**src/rtl/seq_decoder_pkg.sv**
```systemverilog
// Shared types for the sequencing one-hot decoder.
//   state_t : controller states (idle, holding a direct select, scanning)
//   mode_t  : request mode carried on the 'mode' input
package seq_decoder_pkg;

  typedef enum logic [1:0] {
    ST_IDLE  = 2'd0,
    ST_DRIVE = 2'd1,
    ST_SCAN  = 2'd2
  } state_t;

  typedef enum logic {
    MODE_DIRECT = 1'b0,
    MODE_SCAN   = 1'b1
  } mode_t;

endpackage

```
**src/rtl/seq_decoder_onehot_decode.sv**
```systemverilog
// Combinational binary-to-one-hot decoder.
//   i_index  : N-bit binary index
//   o_onehot : OUT_W-bit vector with only bit i_index set
module onehot_decode #(
  parameter int N     = 3,
  parameter int OUT_W = 2**N
) (
  input  logic [N-1:0]     i_index,
  output logic [OUT_W-1:0] o_onehot
);

  // Compare the index against every bit position.
  always_comb begin
    o_onehot = {OUT_W{1'b0}};
    for (int i = 0; i < OUT_W; i++) begin
      o_onehot[i] = (i_index == N'(i));
    end
  end

endmodule

```
**src/rtl/seq_decoder.sv**
```systemverilog
// Sequencing one-hot decoder.
// DIRECT requests drive y = 1<<D until the next request; SCAN requests walk
// the single set bit through all OUT_W positions starting at D, holding each
// for dwell+1 cycles, then clear y and pulse scan_done.
//   clk, rst (sync, active-high), en (low aborts/clears)
//   mode, in_valid, D, dwell : request inputs, sampled on accept
//   in_ready                 : combinational, low while scanning or in reset
//   y, y_valid, scan_done    : registered outputs
module seq_decoder
  import seq_decoder_pkg::*;
#(
  parameter int N       = 3,
  parameter int OUT_W   = 2**N,
  parameter int DWELL_W = 4
) (
  input  logic               clk,
  input  logic               rst,
  input  logic               en,
  input  logic               mode,
  input  logic               in_valid,
  output logic               in_ready,
  input  logic [N-1:0]       D,
  input  logic [DWELL_W-1:0] dwell,
  output logic [OUT_W-1:0]   y,
  output logic               y_valid,
  output logic               scan_done
);

  localparam logic [N-1:0] LP_LAST = N'(OUT_W - 1);

  state_t             r_state;
  logic [N-1:0]       r_pos;
  logic [N-1:0]       r_visit;   // positions already completed in this scan
  logic [DWELL_W-1:0] r_dwell;
  logic [DWELL_W-1:0] r_cnt;     // cycles spent at the current position, minus one
  logic [OUT_W-1:0]   r_y;
  logic               r_y_valid;
  logic               r_scan_done;

  state_t             w_state_nx;
  logic [N-1:0]       w_pos_nx;
  logic [N-1:0]       w_visit_nx;
  logic [DWELL_W-1:0] w_dwell_nx;
  logic [DWELL_W-1:0] w_cnt_nx;
  logic [N-1:0]       w_idx;
  logic               w_load_y;
  logic               w_clear_y;
  logic               w_done_nx;
  logic [OUT_W-1:0]   w_dec;
  logic [OUT_W-1:0]   w_y_nx;
  logic               w_accept;
  logic [N-1:0]       w_pos_inc;

  assign in_ready  = (r_state != ST_SCAN) && !rst;
  assign w_accept  = in_valid && in_ready && en;
  // Natural N-bit wrap gives the modulo-OUT_W step.
  assign w_pos_inc = r_pos + N'(1);

  // Single decoder feeds every y value; the index is muxed ahead of it.
  onehot_decode #(.N(N), .OUT_W(OUT_W)) u_dec (
    .i_index  (w_idx),
    .o_onehot (w_dec)
  );

  // Next-state and datapath control.
  always_comb begin
    w_state_nx = r_state;
    w_pos_nx   = r_pos;
    w_visit_nx = r_visit;
    w_dwell_nx = r_dwell;
    w_cnt_nx   = r_cnt;
    w_idx      = r_pos;
    w_load_y   = 1'b0;
    w_clear_y  = 1'b0;
    w_done_nx  = 1'b0;
    if (!en) begin
      // Abort without completion pulse.
      w_state_nx = ST_IDLE;
      w_clear_y  = 1'b1;
      w_cnt_nx   = {DWELL_W{1'b0}};
      w_visit_nx = {N{1'b0}};
    end else if (w_accept) begin
      w_idx    = D;
      w_load_y = 1'b1;
      if (mode == MODE_SCAN) begin
        w_state_nx = ST_SCAN;
        w_pos_nx   = D;
        w_dwell_nx = dwell;
        w_cnt_nx   = {DWELL_W{1'b0}};
        w_visit_nx = {N{1'b0}};
      end else begin
        w_state_nx = ST_DRIVE;
      end
    end else begin
      case (r_state)
        ST_SCAN: begin
          // Counting up to r_dwell (not dwell+1) keeps max dwell inside DWELL_W bits.
          if (r_cnt == r_dwell) begin
            if (r_visit == LP_LAST) begin
              w_state_nx = ST_IDLE;
              w_clear_y  = 1'b1;
              w_done_nx  = 1'b1;
            end else begin
              w_pos_nx   = w_pos_inc;
              w_idx      = w_pos_inc;
              w_load_y   = 1'b1;
              w_visit_nx = r_visit + N'(1);
              w_cnt_nx   = {DWELL_W{1'b0}};
            end
          end else begin
            w_cnt_nx = r_cnt + DWELL_W'(1);
          end
        end
        default: begin
          w_state_nx = r_state;
        end
      endcase
    end
  end

  // Next output value: clear, reload from decoder, or hold.
  always_comb begin
    w_y_nx = r_y;
    if (w_clear_y) begin
      w_y_nx = {OUT_W{1'b0}};
    end else if (w_load_y) begin
      w_y_nx = w_dec;
    end else begin
      w_y_nx = r_y;
    end
  end

  // State and output registers with synchronous reset.
  always_ff @(posedge clk) begin
    if (rst) begin
      r_state     <= ST_IDLE;
      r_pos       <= {N{1'b0}};
      r_visit     <= {N{1'b0}};
      r_dwell     <= {DWELL_W{1'b0}};
      r_cnt       <= {DWELL_W{1'b0}};
      r_y         <= {OUT_W{1'b0}};
      r_y_valid   <= 1'b0;
      r_scan_done <= 1'b0;
    end else begin
      r_state     <= w_state_nx;
      r_pos       <= w_pos_nx;
      r_visit     <= w_visit_nx;
      r_dwell     <= w_dwell_nx;
      r_cnt       <= w_cnt_nx;
      r_y         <= w_y_nx;
      r_y_valid   <= |w_y_nx;
      r_scan_done <= w_done_nx;
    end
  end

  assign y         = r_y;
  assign y_valid   = r_y_valid;
  assign scan_done = r_scan_done;

endmodule

```
**config.mk**
```make
export PLATFORM = sky130hd
export DESIGN_NAME = seq_decoder
export DESIGN_NICKNAME = d
export VERILOG_FILES = /design/src/rtl/seq_decoder_pkg.sv /design/src/rtl/seq_decoder_onehot_decode.sv /design/src/rtl/seq_decoder.sv
export SDC_FILE = /design/constraint.sdc
export NUM_CORES = 1
export LEC_CHECK = 0
export CORE_ASPECT_RATIO = 0.6
export CORE_MARGIN = 2
export CORE_UTILIZATION = 56
export CTS_CLUSTER_DIAMETER = 200
export CTS_CLUSTER_SIZE = 12
export DETAILED_ROUTE_END_ITERATION = 10
export GPL_TIMING_DRIVEN = 1
export MAX_ROUTING_LAYER = met4
export PLACE_DENSITY = 0.87
export SYNTH_ARGS = -nofsm -noshare
export SYNTH_HDL_FRONTEND = slang
export SYNTH_SLANG_ARGS = --single-unit
```
**constraint.sdc**
```tcl
create_clock -name clk -period 4.3 [get_ports clk]
set_input_delay 0.86 -clock clk [delete_from_list [all_inputs] [get_ports clk]]
set_output_delay 0.86 -clock clk [all_outputs]
set_load 0.01 [all_outputs]
```
==> qor.yml, run 1 <==
clock_network:
  clock_sinks: 26
  cts_resized: 0
  cts_max_path_buffers: 2
  cts_setup_buffers: 0
  tritoncts: "yes"
  h-tree-depth: 1
  clk_pin_slew_ps: 90
  hold_buffers: 0
  worst_skew_pair.late_latency_ps: 270
  numCtsBuffers: 3
  cts-root-buf: "clkbuf_8"
route:
  drt-initial-drc-count: 116
  drc: 0
  ant_nets: 0
  wire_per_inst_um: 17.3
  viasPerCell: 6.48
  firstDrtPassIters: 5
  vias: 1284
  drt-total-wl_mm: 3.42
timing:
  fin_setup_tns_ps: 0
  slew_viol_final: 0
  maxSlewHeadroom: 0.562
  finalClockSkew_ps: 4.86
  finalHoldViolations: 0
  tightest_slew_ps: 657
  fin_crit_sh: 0.717
  rsz0062_at_grt: "false"
  fmax_mhz: 324
  min_period_ps: 3080
  finalSetupViolCount: 0
synthesis:
  synth-edff-count: 0
  synth-seq-area-share: 0.385
  synth.net_count: 162
  synth-seq-cells: 26
  ys_types: 44
  synth-main-ff-cell: "dfxtp_1"
  yosysWarnings: 0
  ys_async_sr_fraction: 0
  synth_cells: 146
  syn_area_per_cell_um2: 9.26
  synth_area_um2: 1350
place:
  dpl_cell_area_um2: 1580
  hpwl_mm: 2.51
  dp_cells: 194
  io_buffers: 22
  place_congestion: 1.02
finish:
  layout_common_cells: "dfxtp_1, clkdlybuf4s50_1, nand2_1"
  fin_util: 0.734
  antennaDiodeCount: 0
  syn2layout_area_growth_pct: 21.1
  final_common_cell: "dfxtp_1"
  instances_no_fill: 198
  final_net_count: 185
  final_cell_area_um2: 1640
  drive_above_1_share: 0.0714
global_routing:
  grt_max_degree: 15
  grt.overflow.total: 0
  grt_first_pass_wirelength_mm: 5.31
  grt_pass1_vias: 1104
  grt_usage: 0.261
  antenna_found_initial: 0
floorplan:
  ios: 23
  die_h_um: 42.1
  die_w_um: 67.4
  initial_core_util: 0.606
  row_count: 13
  die-area_um2: 2830
  core_area_um2: 2230
critical_path:
  critPathLaunchType: "input pin"
  worstSetupPathType: "in2out"
  critical_path_arrival_ps: 2220
  end_kind: "output port"
  path_max_fanout: 12
  critical_path_required_ps: 3440
  r2r_setup_slack_ps: 1920
flow_run:
  cap_violations: 0
power_and_ir_drop:
  p_int_mw: 0.351
  p_sw_mw: 0.110
  p_clk_frac: 0.344
  seq_power_share: 0.537
  switching_share: 0.239
  power_leakage_nw: 0.606
  pwr_density_cell_nw_per_um2: 282
  ir_worst_vdd_mv: 0.240
  pwr-share-comb: 0.120
hold_path:
  hold_class: "reg2reg"
outcome:
  status: "finished clean"
==> state kept, by name (all words and copies together), names as in the netlist <==
| register | flops |
|---|---|
| y | 8 |
| r_cnt | 4 |
| r_dwell | 4 |
| r_pos | 3 |
| r_visit | 3 |
| r_state | 2 |
| scan_done | 1 |
| y_valid | 1 |
==> worst max-delay path: stages <==
cell and delay (ps):
clkdlybuf4s50_1 620, nor2_1 190, clkdlybuf4s50_1 550
==> metal layers <==
metal	share of wire	track usage	wire length [um]	vias up
met4	0.022	0.0408	76	0
met2	0.40	0.358	1360	86
met1	0.44	0.364	1510	585
met5	0	-	0	-
li1	-	-	-	601
met3	0.14	0.108	470	12
==> worst paths after layout <==
path / to / depth (start not counted) / start
max reg2reg: y[5]$_SDFF_PP0_ / 6 / r_visit[0]$_SDFFE_PP0P_
min reg2reg: r_visit[1]$_SDFFE_PP0P_ / 2 / r_visit[1]$_SDFFE_PP0P_
min: r_visit[1]$_SDFFE_PP0P_ / 2 / r_visit[1]$_SDFFE_PP0P_
max: in_ready / 3 / rst
==> layout make-up <==
class	instances	area [um^2]
tap	30	37.5
timing repair buffer	22	220
fill	153	592
multi-input combinational	113	792
clock buffer	4	55.1
sequential	26	520
inverter	3	11.3
==> per-stage QoR <==
stage / hold slack [ps] / power [mW] / setup WS, ps
after floorplan: 450 / 0.284 / 2180
after global placement: 458 / 0.304 / 1270
after detailed placement: 470 / 0.305 / 1260
after CTS: 483 / 0.459 / 1240
after global routing: 501 / 0.475 / 1180
final: 484 / 0.461 / 1220
==> power by group through the flow <==
stage | combinational [mW] | clock (mW) | sequential (mW)
2_1_floorplan | 0.0314 | 0 | 0.253
3_3_place_gp | 0.0512 | 0 | 0.253
3_5_place_dp | 0.0527 | 0 | 0.253
4_1_cts | 0.0537 | 0.159 | 0.247
5_1_grt | 0.0585 | 0.169 | 0.248
6_report | 0.0551 | 0.158 | 0.247
==> synthesized netlist by cell type, drive strengths merged (4+ instances only) <==
cell | n | share of area
nor2 | 7 | 0.019
a32o | 8 | 0.059
ha | 4 | 0.037
nor3 | 5 | 0.019
nor2b | 4 | 0.019
o21ai | 5 | 0.019
xnor2 | 5 | 0.038
a21oi | 14 | 0.052
nand2 | 15 | 0.042
and3 | 5 | 0.023
dfxtp | 26 | 0.39
nand3 | 6 | 0.022
and2 | 4 | 0.022
a31oi | 4 | 0.034
==> logic make-up (layout without fill, tap and decap cells) <==
kind of cell,after synthesis,after routing,share of synthesized area
compound gates,45,45,0.269
buf+inv,7,29,0.0287
simple gates,56,56,0.220
xor+xnor,6,6,0.0444
mux,2,2,0.0157
fa+ha+maj,4,4,0.0370
flops,26,26,0.385
Note: power is estimated with default switching activity, not from simulation.
==> inputs of run 2 (changes only) <==
Settings changed: CORE_UTILIZATION 56 to 52, PLACE_DENSITY 0.87 to 0.82.
Clock period 4.3 ns to 3.2 ns, I/O delays scaled along.
==> run 2 against run 1 <==
Final area is 0.69% lower. Power is 28% higher. Worst hold slack worse by 2.9 ps. Largest cell class unchanged. Clock power is 15% higher. Count of clock-buffer cells in the layout is 1 lower. Combinational power is 34% higher. Via count is 0.31% higher. First-iteration DRC count is 44% lower.
==> qor.yml, run 2 (synthesis results as in run 1) <==
power_and_ir_drop:
  p_clk_frac: 0.310  # -0.034
  pwr-share-comb: 0.125  # +0.005
  switching_share: 0.243  # +0.00384
  p_sw_mw: 0.143  # +30%
  seq_power_share: 0.565  # +0.028
  power_leakage_nw: 0.599  # -1.2%
  ir_worst_vdd_mv: 0.258  # +7.8%
  p_int_mw: 0.446  # +27%
  p_total_mw: 0.588  # +28%
  pwr_density_cell_nw_per_um2: 362  # +29%
critical_path:
  startpoint: "rst"
  critPathTopFamily: "buffers and inverters"
  crit_path_cell_trace: "clkdlybuf4s50_1 > nor2_1 > clkdlybuf4s50_1"
  critPathLaunchType: "input pin"
  worst_r2r_path_depth: 6  # unchanged
  cpPeakStageDelay_ps: 620  # about the same
  critPathSlowestCell: "clkdlybuf4s50_1"
  end_kind: "output port"
  path_max_fanout: 12  # unchanged
  cpMostUsedCell: "clkdlybuf4s50_1"
  critical_path_arrival_ps: 1990  # -230 ps
  crit_buf_inv: 2  # unchanged
  rr_startpoint: "r_visit[0]$_SDFFE_PP0P_"
  worstSetupPathType: "in2out"
  crit_cells: 3  # unchanged
  critical_path_required_ps: 2560  # -880 ps
floorplan:
  die_w_um: 69.8  # +3.6%
  row_count: 14  # +1
  die_h_um: 43.5  # +3.4%
  die-area_um2: 3040  # +7.1%
  core_area_um2: 2490  # +12%
  initial_core_util: 0.543  # -0.0631
  ios: 23  # unchanged
clock_network:
  numCtsBuffers: 3  # unchanged
  cts_max_path_buffers: 2  # unchanged
  h-tree-depth: 1  # unchanged
  hold_buffers: 0  # unchanged
  cts_resized: 0  # unchanged
  clock_sinks: 26  # unchanged
  cts-root-buf: "clkbuf_8"
  tritoncts: "yes"
  cts_setup_buffers: 0  # unchanged
  clk_pin_slew_ps: 90  # about the same
  worst_skew_pair.late_latency_ps: 270  # about the same
finish:
  layout_common_cells: "dfxtp_1, clkdlybuf4s50_1, nand2_1"
  instances_no_fill: 199  # +0.51%
  multi_input_area_um2: 792  # unchanged
  drive_above_1_share: 0.0659  # -0.00556
  final_common_cell: "dfxtp_1"
  final_net_count: 185  # unchanged
  syn2layout_area_growth_pct: 20.3
  fin_util: 0.653  # -0.0810
  fillers: 210  # +37%
  largest_reg_flops: 8  # unchanged
  antennaDiodeCount: 0  # unchanged
  final_cell_area_um2: 1630  # -0.69%
  ff_latch_area_um2: 520  # unchanged
route:
  wire_per_inst_um: 17.5  # +1.4%
  viasPerCell: 6.47  # -0.19%
  firstDrtPassIters: 7  # +2
  drt-initial-drc-count: 65  # -44%
  ant_nets: 0  # unchanged
  drc: 0  # unchanged
  vias: 1288  # +0.31%
  drt-total-wl_mm: 3.49  # +1.9%
place:
  io_buffers: 22  # unchanged
  place_congestion: 0.962  # -5.5%
  dp_cells: 196  # +1.0%
  hpwl_mm: 2.72  # +8.4%
  dpl_cell_area_um2: 1580  # +0.16%
  post-place-ws_ps: 442  # -820 ps
timing:
  fmax_mhz: 380
  tightest_slew_ps: 628  # -28.6 ps
  fin_crit_sh: 0.822
  finalClockSkew_ps: 6.76  # +1.90 ps
  finalHoldViolations: 0  # unchanged
  rsz0062_at_grt: "false"
  slew_viol_final: 0  # unchanged
  setup_slack_ps: 571  # -647 ps
  fin_setup_tns_ps: 0  # unchanged
  maxSlewHeadroom: 0.581  # +0.0191
  min_period_ps: 2630
  worst_hold_slack_ps: 481  # -2.89 ps
  finalSetupViolCount: 0  # unchanged
hold_path:
  hold_start: "r_dwell[1]$_SDFFE_PP0P_"
  min_path_cells: 2  # unchanged
  hold_class: "reg2reg"
global_routing:
  grt_usage: 0.254  # -0.00698
  grt_max_degree: 14  # -1
  antenna_found_initial: 0  # unchanged
  grt.overflow.total: 0  # unchanged
  grt_first_pass_wirelength_mm: 5.75  # +8.4%
  grt_pass1_vias: 1175  # +6.4%
outcome:
  status: "finished clean"
flow_run:
  cap_violations: 0  # unchanged
==> run 2: changes by cell type in the layout (fill, tap and decap cells not counted) <==
cell	previous run	this run
clkbuf_8	4	3
==> run 2: power by group through the flow <==
| stage | Sequential (mW) | Combinational (mW) | Clock, mW |
|---|---|---|---|
| after floorplan | 0.339 | 0.0422 | 0 |
| after global placement | 0.339 | 0.0686 | 0 |
| after detailed placement | 0.340 | 0.0713 | 0 |
| after CTS | 0.332 | 0.0720 | 0.187 |
| after global routing | 0.333 | 0.0788 | 0.199 |
| final | 0.332 | 0.0737 | 0.182 |
==> run 2: path summary, 6_finish.rpt <==
kind                             endpoint  slack, ps
setup / recovery                 in_ready        570
setup reg to reg          y[1]$_SDFF_PP0_        910
hold / removal    r_dwell[1]$_SDFFE_PP0P_        480
hold reg to reg   r_dwell[1]$_SDFFE_PP0P_        480
==> run 2: routing by layer <==
metal | vias to the layer above | GRT usage | part of all wire
met5 | - | - | 0
met2 | 77 | 0.371 | 0.41
met1 | 598 | 0.332 | 0.46
met3 | 15 | 0.0814 | 0.094
met4 | 0 | 0.0962 | 0.026
li1 | 598 | - | -
==> run 2: area by class of cell <==
type	count	share of cell area
clock buffer	3	0.0254
inverter	3	0.00693
multi-input combinational	113	0.487
sequential	26	0.320
tap	32	0.0246
timing repair buffer	22	0.135
==> run 2: tightest hold or removal path, delay by kind of cell, from the launching register on <==
| kind | cells | cell delay (ps) |
|---|---|---|
| flops | 1 | 330 |
| simple gates | 1 | 60 |
| compound gates | 1 | 60 |
